**config.mk**
```make
export PLATFORM = sky130hd
export DESIGN_NAME = fetch_unit
export DESIGN_NICKNAME = d
export VERILOG_FILES = /design/src/rtl/fetch_unit.sv
export SDC_FILE = /design/constraint.sdc
export NUM_CORES = 1
export LEC_CHECK = 0
export CORE_MARGIN = 1
export CORE_UTILIZATION = 65
export CTS_CLUSTER_SIZE = 10
export DETAILED_ROUTE_END_ITERATION = 12
export DONT_BUFFER_PORTS = 1
export PLACE_DENSITY = 0.81
export SYNTH_ARGS = -nofsm -noshare
export SYNTH_HDL_FRONTEND = slang
export SYNTH_SLANG_ARGS = --single-unit
```
**constraint.sdc**
```tcl
create_clock -name clk_i -period 7.6 [get_ports clk_i]
set_clock_uncertainty 0.15 [all_clocks]
set_input_delay 0.76 -clock clk_i [delete_from_list [all_inputs] [get_ports clk_i]]
set_output_delay 0.76 -clock clk_i [all_outputs]
set_load 0.1 [all_outputs]
```
**src/rtl/fetch_unit.sv**
```systemverilog
// fetch_unit: in-order instruction-fetch initiator with credit-based flow control.
//
// State (derived from drop_cnt, not separately registered)
//   state  | meaning
//   RUN    | drop_cnt == 0, responses are pushed into the buffer
//   SQUASH | drop_cnt != 0, stale responses from before a redirect are discarded
//
// Ports
//   clk_i, rst_ni                    clock, async active-low reset
//   redirect_valid_i, redirect_pc_i  one-cycle squash and restart pulse
//   imem_req_*                       valid/ready word read request channel
//   imem_rsp_*                       in-order response channel (no back-pressure)
//   inst_*                           valid/ready {pc, instruction} stream to decode
module fetch_unit #(
  parameter int                   AddrWidth = 32,
  parameter int                   Width     = 32,
  parameter int                   DepthLog2 = 2,
  parameter logic [AddrWidth-1:0] ResetPc   = 32'h0000_0000
) (
  input  logic                 clk_i,
  input  logic                 rst_ni,
  input  logic                 redirect_valid_i,
  input  logic [AddrWidth-1:0] redirect_pc_i,
  output logic                 imem_req_valid_o,
  input  logic                 imem_req_ready_i,
  output logic [AddrWidth-1:0] imem_req_addr_o,
  input  logic                 imem_rsp_valid_i,
  input  logic [Width-1:0]     imem_rsp_data_i,
  output logic                 inst_valid_o,
  input  logic                 inst_ready_i,
  output logic [Width-1:0]     inst_data_o,
  output logic [AddrWidth-1:0] inst_pc_o
);

  localparam int CW = DepthLog2 + 1;
  localparam logic [CW:0] DepthCnt = (CW+1)'(2**DepthLog2);

  typedef enum logic {ST_RUN, ST_SQUASH} state_e;

  logic                 r_run;
  logic [AddrWidth-1:0] r_req_pc;
  logic [AddrWidth-1:0] r_rsp_pc;
  logic [CW-1:0]        r_outstanding;
  logic [CW-1:0]        r_drop_cnt;
  logic [CW-1:0]        r_count;
  logic [DepthLog2-1:0] r_wptr;
  logic [DepthLog2-1:0] r_rptr;
  logic [AddrWidth-1:0] r_buf_pc   [2**DepthLog2];
  logic [Width-1:0]     r_buf_data [2**DepthLog2];

  state_e      w_state;
  logic [CW:0] w_credit_sum;
  logic        w_req_valid;
  logic        w_issue;
  logic        w_rsp;
  logic        w_pop;
  logic        w_push;
  logic [CW-1:0] w_outstanding_nxt;
  logic [CW-1:0] w_drop_nxt;

  // r_run holds the request channel idle until the first clock after reset release.
  assign w_credit_sum = {1'b0, r_outstanding} + {1'b0, r_count};
  assign w_req_valid  = r_run && (w_credit_sum < DepthCnt) && !redirect_valid_i;
  assign w_issue      = w_req_valid && imem_req_ready_i;
  // Guarding on outstanding keeps the counter from wrapping on a protocol violation.
  assign w_rsp        = imem_rsp_valid_i && (r_outstanding != '0);
  assign w_pop        = (r_count != '0) && inst_ready_i;
  assign w_state      = (r_drop_cnt != '0) ? ST_SQUASH : ST_RUN;

  always_comb begin
    w_push            = 1'b0;
    w_drop_nxt        = r_drop_cnt;
    w_outstanding_nxt = r_outstanding + CW'(w_issue) - CW'(w_rsp);
    case (w_state)
      ST_RUN:    if (w_rsp && !redirect_valid_i) w_push = 1'b1;
      ST_SQUASH: if (w_rsp) w_drop_nxt = r_drop_cnt - CW'(1);
      default:   w_push = 1'b0;
    endcase
    // A response in the redirect cycle is already excluded from w_outstanding_nxt,
    // so it is dropped without being counted.
    if (redirect_valid_i) w_drop_nxt = w_outstanding_nxt;
  end

  always_ff @(posedge clk_i or negedge rst_ni) begin
    if (!rst_ni) begin
      r_run         <= 1'b0;
      r_req_pc      <= ResetPc;
      r_rsp_pc      <= ResetPc;
      r_outstanding <= '0;
      r_drop_cnt    <= '0;
      r_count       <= '0;
      r_wptr        <= '0;
      r_rptr        <= '0;
    end else begin
      r_run         <= 1'b1;
      r_outstanding <= w_outstanding_nxt;
      r_drop_cnt    <= w_drop_nxt;
      if (redirect_valid_i) begin
        r_req_pc <= redirect_pc_i;
        r_rsp_pc <= redirect_pc_i;
        r_count  <= '0;
        r_wptr   <= '0;
        r_rptr   <= '0;
      end else begin
        if (w_issue) r_req_pc <= r_req_pc + AddrWidth'(4);
        if (w_push)  r_rsp_pc <= r_rsp_pc + AddrWidth'(4);
        if (w_push)  r_wptr   <= r_wptr + DepthLog2'(1);
        if (w_pop)   r_rptr   <= r_rptr + DepthLog2'(1);
        r_count <= r_count + CW'(w_push) - CW'(w_pop);
      end
    end
  end

  // Buffer storage needs no reset; r_count qualifies every entry.
  always_ff @(posedge clk_i) begin
    if (w_push) begin
      r_buf_pc[r_wptr]   <= r_rsp_pc;
      r_buf_data[r_wptr] <= imem_rsp_data_i;
    end
  end

  assign imem_req_valid_o = w_req_valid;
  assign imem_req_addr_o  = r_req_pc;
  assign inst_valid_o     = (r_count != '0);
  assign inst_data_o      = r_buf_data[r_rptr];
  assign inst_pc_o        = r_buf_pc[r_rptr];

  a_rsp_without_request: assert property (
    @(posedge clk_i) disable iff (!rst_ni) imem_rsp_valid_i |-> (r_outstanding != '0)
  );

endmodule
```
==> metrics.yaml <==
r2r_start: "r_outstanding[2]$_DFF_PN0_"
drcViolationCount: 0
worstSetupEndpointType: "flop"
num_vias: 7632
setup_violations: 0
yosysSeqAreaShare_pct: 70.8
worst_slew_pin_slew_ps: 1110
cp-start-kind: "flop"
cp_num_buf_inv: 2
cp.depth: 11
p_leak_uw: 0.00501
maxCapViolations: 0
cts_root_buf: "clkbuf_16"
synthCells: 811
r2r-end: "r_drop_cnt[2]$_DFFE_PN0P_"
mostFrequentLayoutCells: "edfxtp_1, dfrtp_1, mux4_2"
drt_iter0_markers: 729
cts.htree.levels: 2
cts_tree: "yes"
required_ps: 7880
period_minus_slack_ps: 3940
rows: 52
design_area_mm2: 0.0150
period_share_pct: 51.9
drive_above_1_share_pct: 16.5
dpl_cell_area_mm2: 0.0139
syn_area_mm2: 0.0136
overflow: 0
clk_path_buf_depth: 3
ios: 168
clkTransAtPathRegs_ps: 60
run_status: "finished with violations"
fmax_mhz: 254
die_w_um: 147
critPathMaxFanout: 25
clock_sinks: 334
antenna_found_initial: 0
ant_nets: 0
finalHoldViolCount: 1
violations: "hold timing"
final_nets: 914
vias_per_cell: 6.86
p_per_area_mw_per_mm2: 380
grt_max_degree: 79
hp-class: "input port to asynchronous set/reset pin"
gp_congestion: 0.909
synth_area_per_cell_um2: 16.8
hpwl_mm: 17.3
areaGrowthSynthToFinish_pct: 10.1
start_util_pct: 66.9
met3_usage_pct: 8.01
grt_pass1_vias: 7804
holdWs_ps: -0.0914
cts_made_buffers: 39
syn-num-nets: 897
met2_usage_pct: 47.1
drtPass1Iterations: 5
coreArea_mm2: 0.0204
ys_types: 50
rsz0062_at_grt: "no"
synth_largest_area_cell: "edfxtp_1"
synth-edff-count: 256
critPathTopFamily: "adder cells"
synthFlopType: "edfxtp_1"
slowest_stage: "and4_1"
crit_path_max_incr_delay_ps: 740
diodes: 0
cp-startpoint: "r_outstanding[2]$_DFF_PN0_"
cp_common_cell: "ha_1"
rr_worst_depth: 11
synth.ff_latch_count: 334
arrival_ps: 4220
synth_top_area_share_pct: 56.4
die_y_um: 147
use_met1_pct: 42.6
post_drt_wl_per_cell_um: 27.8
placed_cells: 1056
fin_tns_setup_ps: 0
n_fill_cell: 1130
vdd_drop_max_mv: 0.308
stdcell_count: 1113
rrSetupSlack_ps: 3660
grt_pass1_wl_mm: 47.7
slew_viol_final: 0
slew_headroom_pct: 25.6
synth.yosys.warnings: 0
grt-busiest-layer: "met2"
crit_path_end: "r_drop_cnt[2]$_DFFE_PN0P_"
layout_commonest_cell: "edfxtp_1"
clkLatencyLatePin_ps: 520
io_buffers: 0
crit_type: "flop to flop"
netlist_top_cells_area: "edfxtp_1, dfrtp_1, mux4_2, nand2_1, o21ai_0"
die-area_mm2: 0.0215
wirelength_mm: 30.9
path_cells: "ha_1 > nor4b_2 > and4_1 > inv_1 > ha_1 > inv_1 > ha_1 > fa_1 > xnor2_1 > nand2_1 > o21ai_0"
grt_use_total_pct: 30.1
async_flop_share_pct: 23.4
-- area by class of cell --
| class | instances | area, um^2 | share of cell area (%) |
|---|---|---|---|
| clock buffer | 53 | 1050 | 7.00 |
| sequential | 334 | 9640 | 64.3 |
| timing repair buffer | 9 | 87.6 | 0.584 |
| clock inverter | 3 | 30.0 | 0.200 |
| multi-input combinational | 424 | 3770 | 25.1 |
| inverter | 20 | 75.1 | 0.501 |
| tap | 270 | 338 | 2.25 |
-- cell usage after synthesis, drive strengths merged (14+ instances only) --
cell / n
nand2: 61
clkbuf: 19
xnor2: 14
inv: 20
edfxtp: 256
and2: 14
nand4: 26
buf: 14
ha: 14
dfrtp: 78
xor2: 23
o21ai: 44
nor2: 23
nand3: 32
mux4: 64
-- metal layers --
metal  wire, um  up-vias
met2      15000      457
met1      12000     3918
met5          0        -
met4        588        0
li1           -     3213
met3       3390       44
-- flip-flops by register name, indices dropped and copies added (netlist names) --
signal           flops
r_buf_pc           128
r_drop_cnt           3
r_count              3
r_wptr               2
r_outstanding        3
r_rsp_pc            32
r_buf_data         128
imem_req_addr_o     32
r_run                1
r_rptr               2
-- cells by family after synthesis --
kind of cell,Yosys count,synth area share (%)
AOI/OAI and AO/OA,88,4.04
xor gates and xnor gates,37,2.38
adders and majority gates,16,1.58
buffers and inverters,53,1.59
DFF,334,70.8
muxes,73,11.3
other,1,0.0275
and+or+nand+nor,209,8.31
-- power breakdown --
group	internal [uW]	leakage (uW)	switching [uW]	total, uW
clock network	956	0.000524	697	1650
registers	2090	0.00325	313	2410
logic	344	0.00124	1300	1640
-- how the worst min path moves through the flow --
stage,from,end,slack [ps]
2_1_floorplan,rst_ni,imem_req_addr_o[0]$_DFFE_PN0P_,310
3_3_place_gp,rst_ni,imem_req_addr_o[5]$_DFFE_PN0N_,320
3_5_place_dp,rst_ni,imem_req_addr_o[5]$_DFFE_PN0N_,320
4_1_cts,rst_ni,r_rsp_pc[21]$_DFFE_PN0N_,6
5_1_grt,rst_ni,imem_req_addr_o[7]$_DFFE_PN0N_,30
6_report,rst_ni,r_rsp_pc[25]$_DFFE_PN0N_,-0.09
-- repair_timing --
| action | 4_1_cts | 5_1_grt |
|---|---|---|
| setup endpoints to repair | 0 | 0 |
| hold buffers | 1 | 0 |
| buffers inserted | 0 | 0 |
| gates resized for setup | 0 | 0 |
| endpoints found under the hold margin | 78 | 0 |
-- worst reg2reg max path, stage by stage (launching register included) --
cell and delay (ps):
dfrtp_1 420, ha_1 230, nor4b_2 270, and4_1 740
inv_1 600, ha_1 460, inv_1 40, ha_1 180
fa_1 370, xnor2_1 230, nand2_1 70, o21ai_0 80
-- per-stage QoR --
| stage | utilization [%] | hold slack, ps | setup WS [ps] | total power (uW) |
|---|---|---|---|---|
| after floorplan | - | 314 | 4080 | 3890 |
| after global placement | 68.2 | 316 | 3730 | 4020 |
| after detailed placement | 68.2 | 316 | 3640 | 4070 |
| after CTS | 73.6 | 6.28 | 3630 | 5720 |
| after global routing | 73.6 | 28.8 | 3420 | 5860 |
| final | 73.6 | -0.0914 | 3660 | 5700 |
Note: power is estimated with default switching activity, not from simulation.
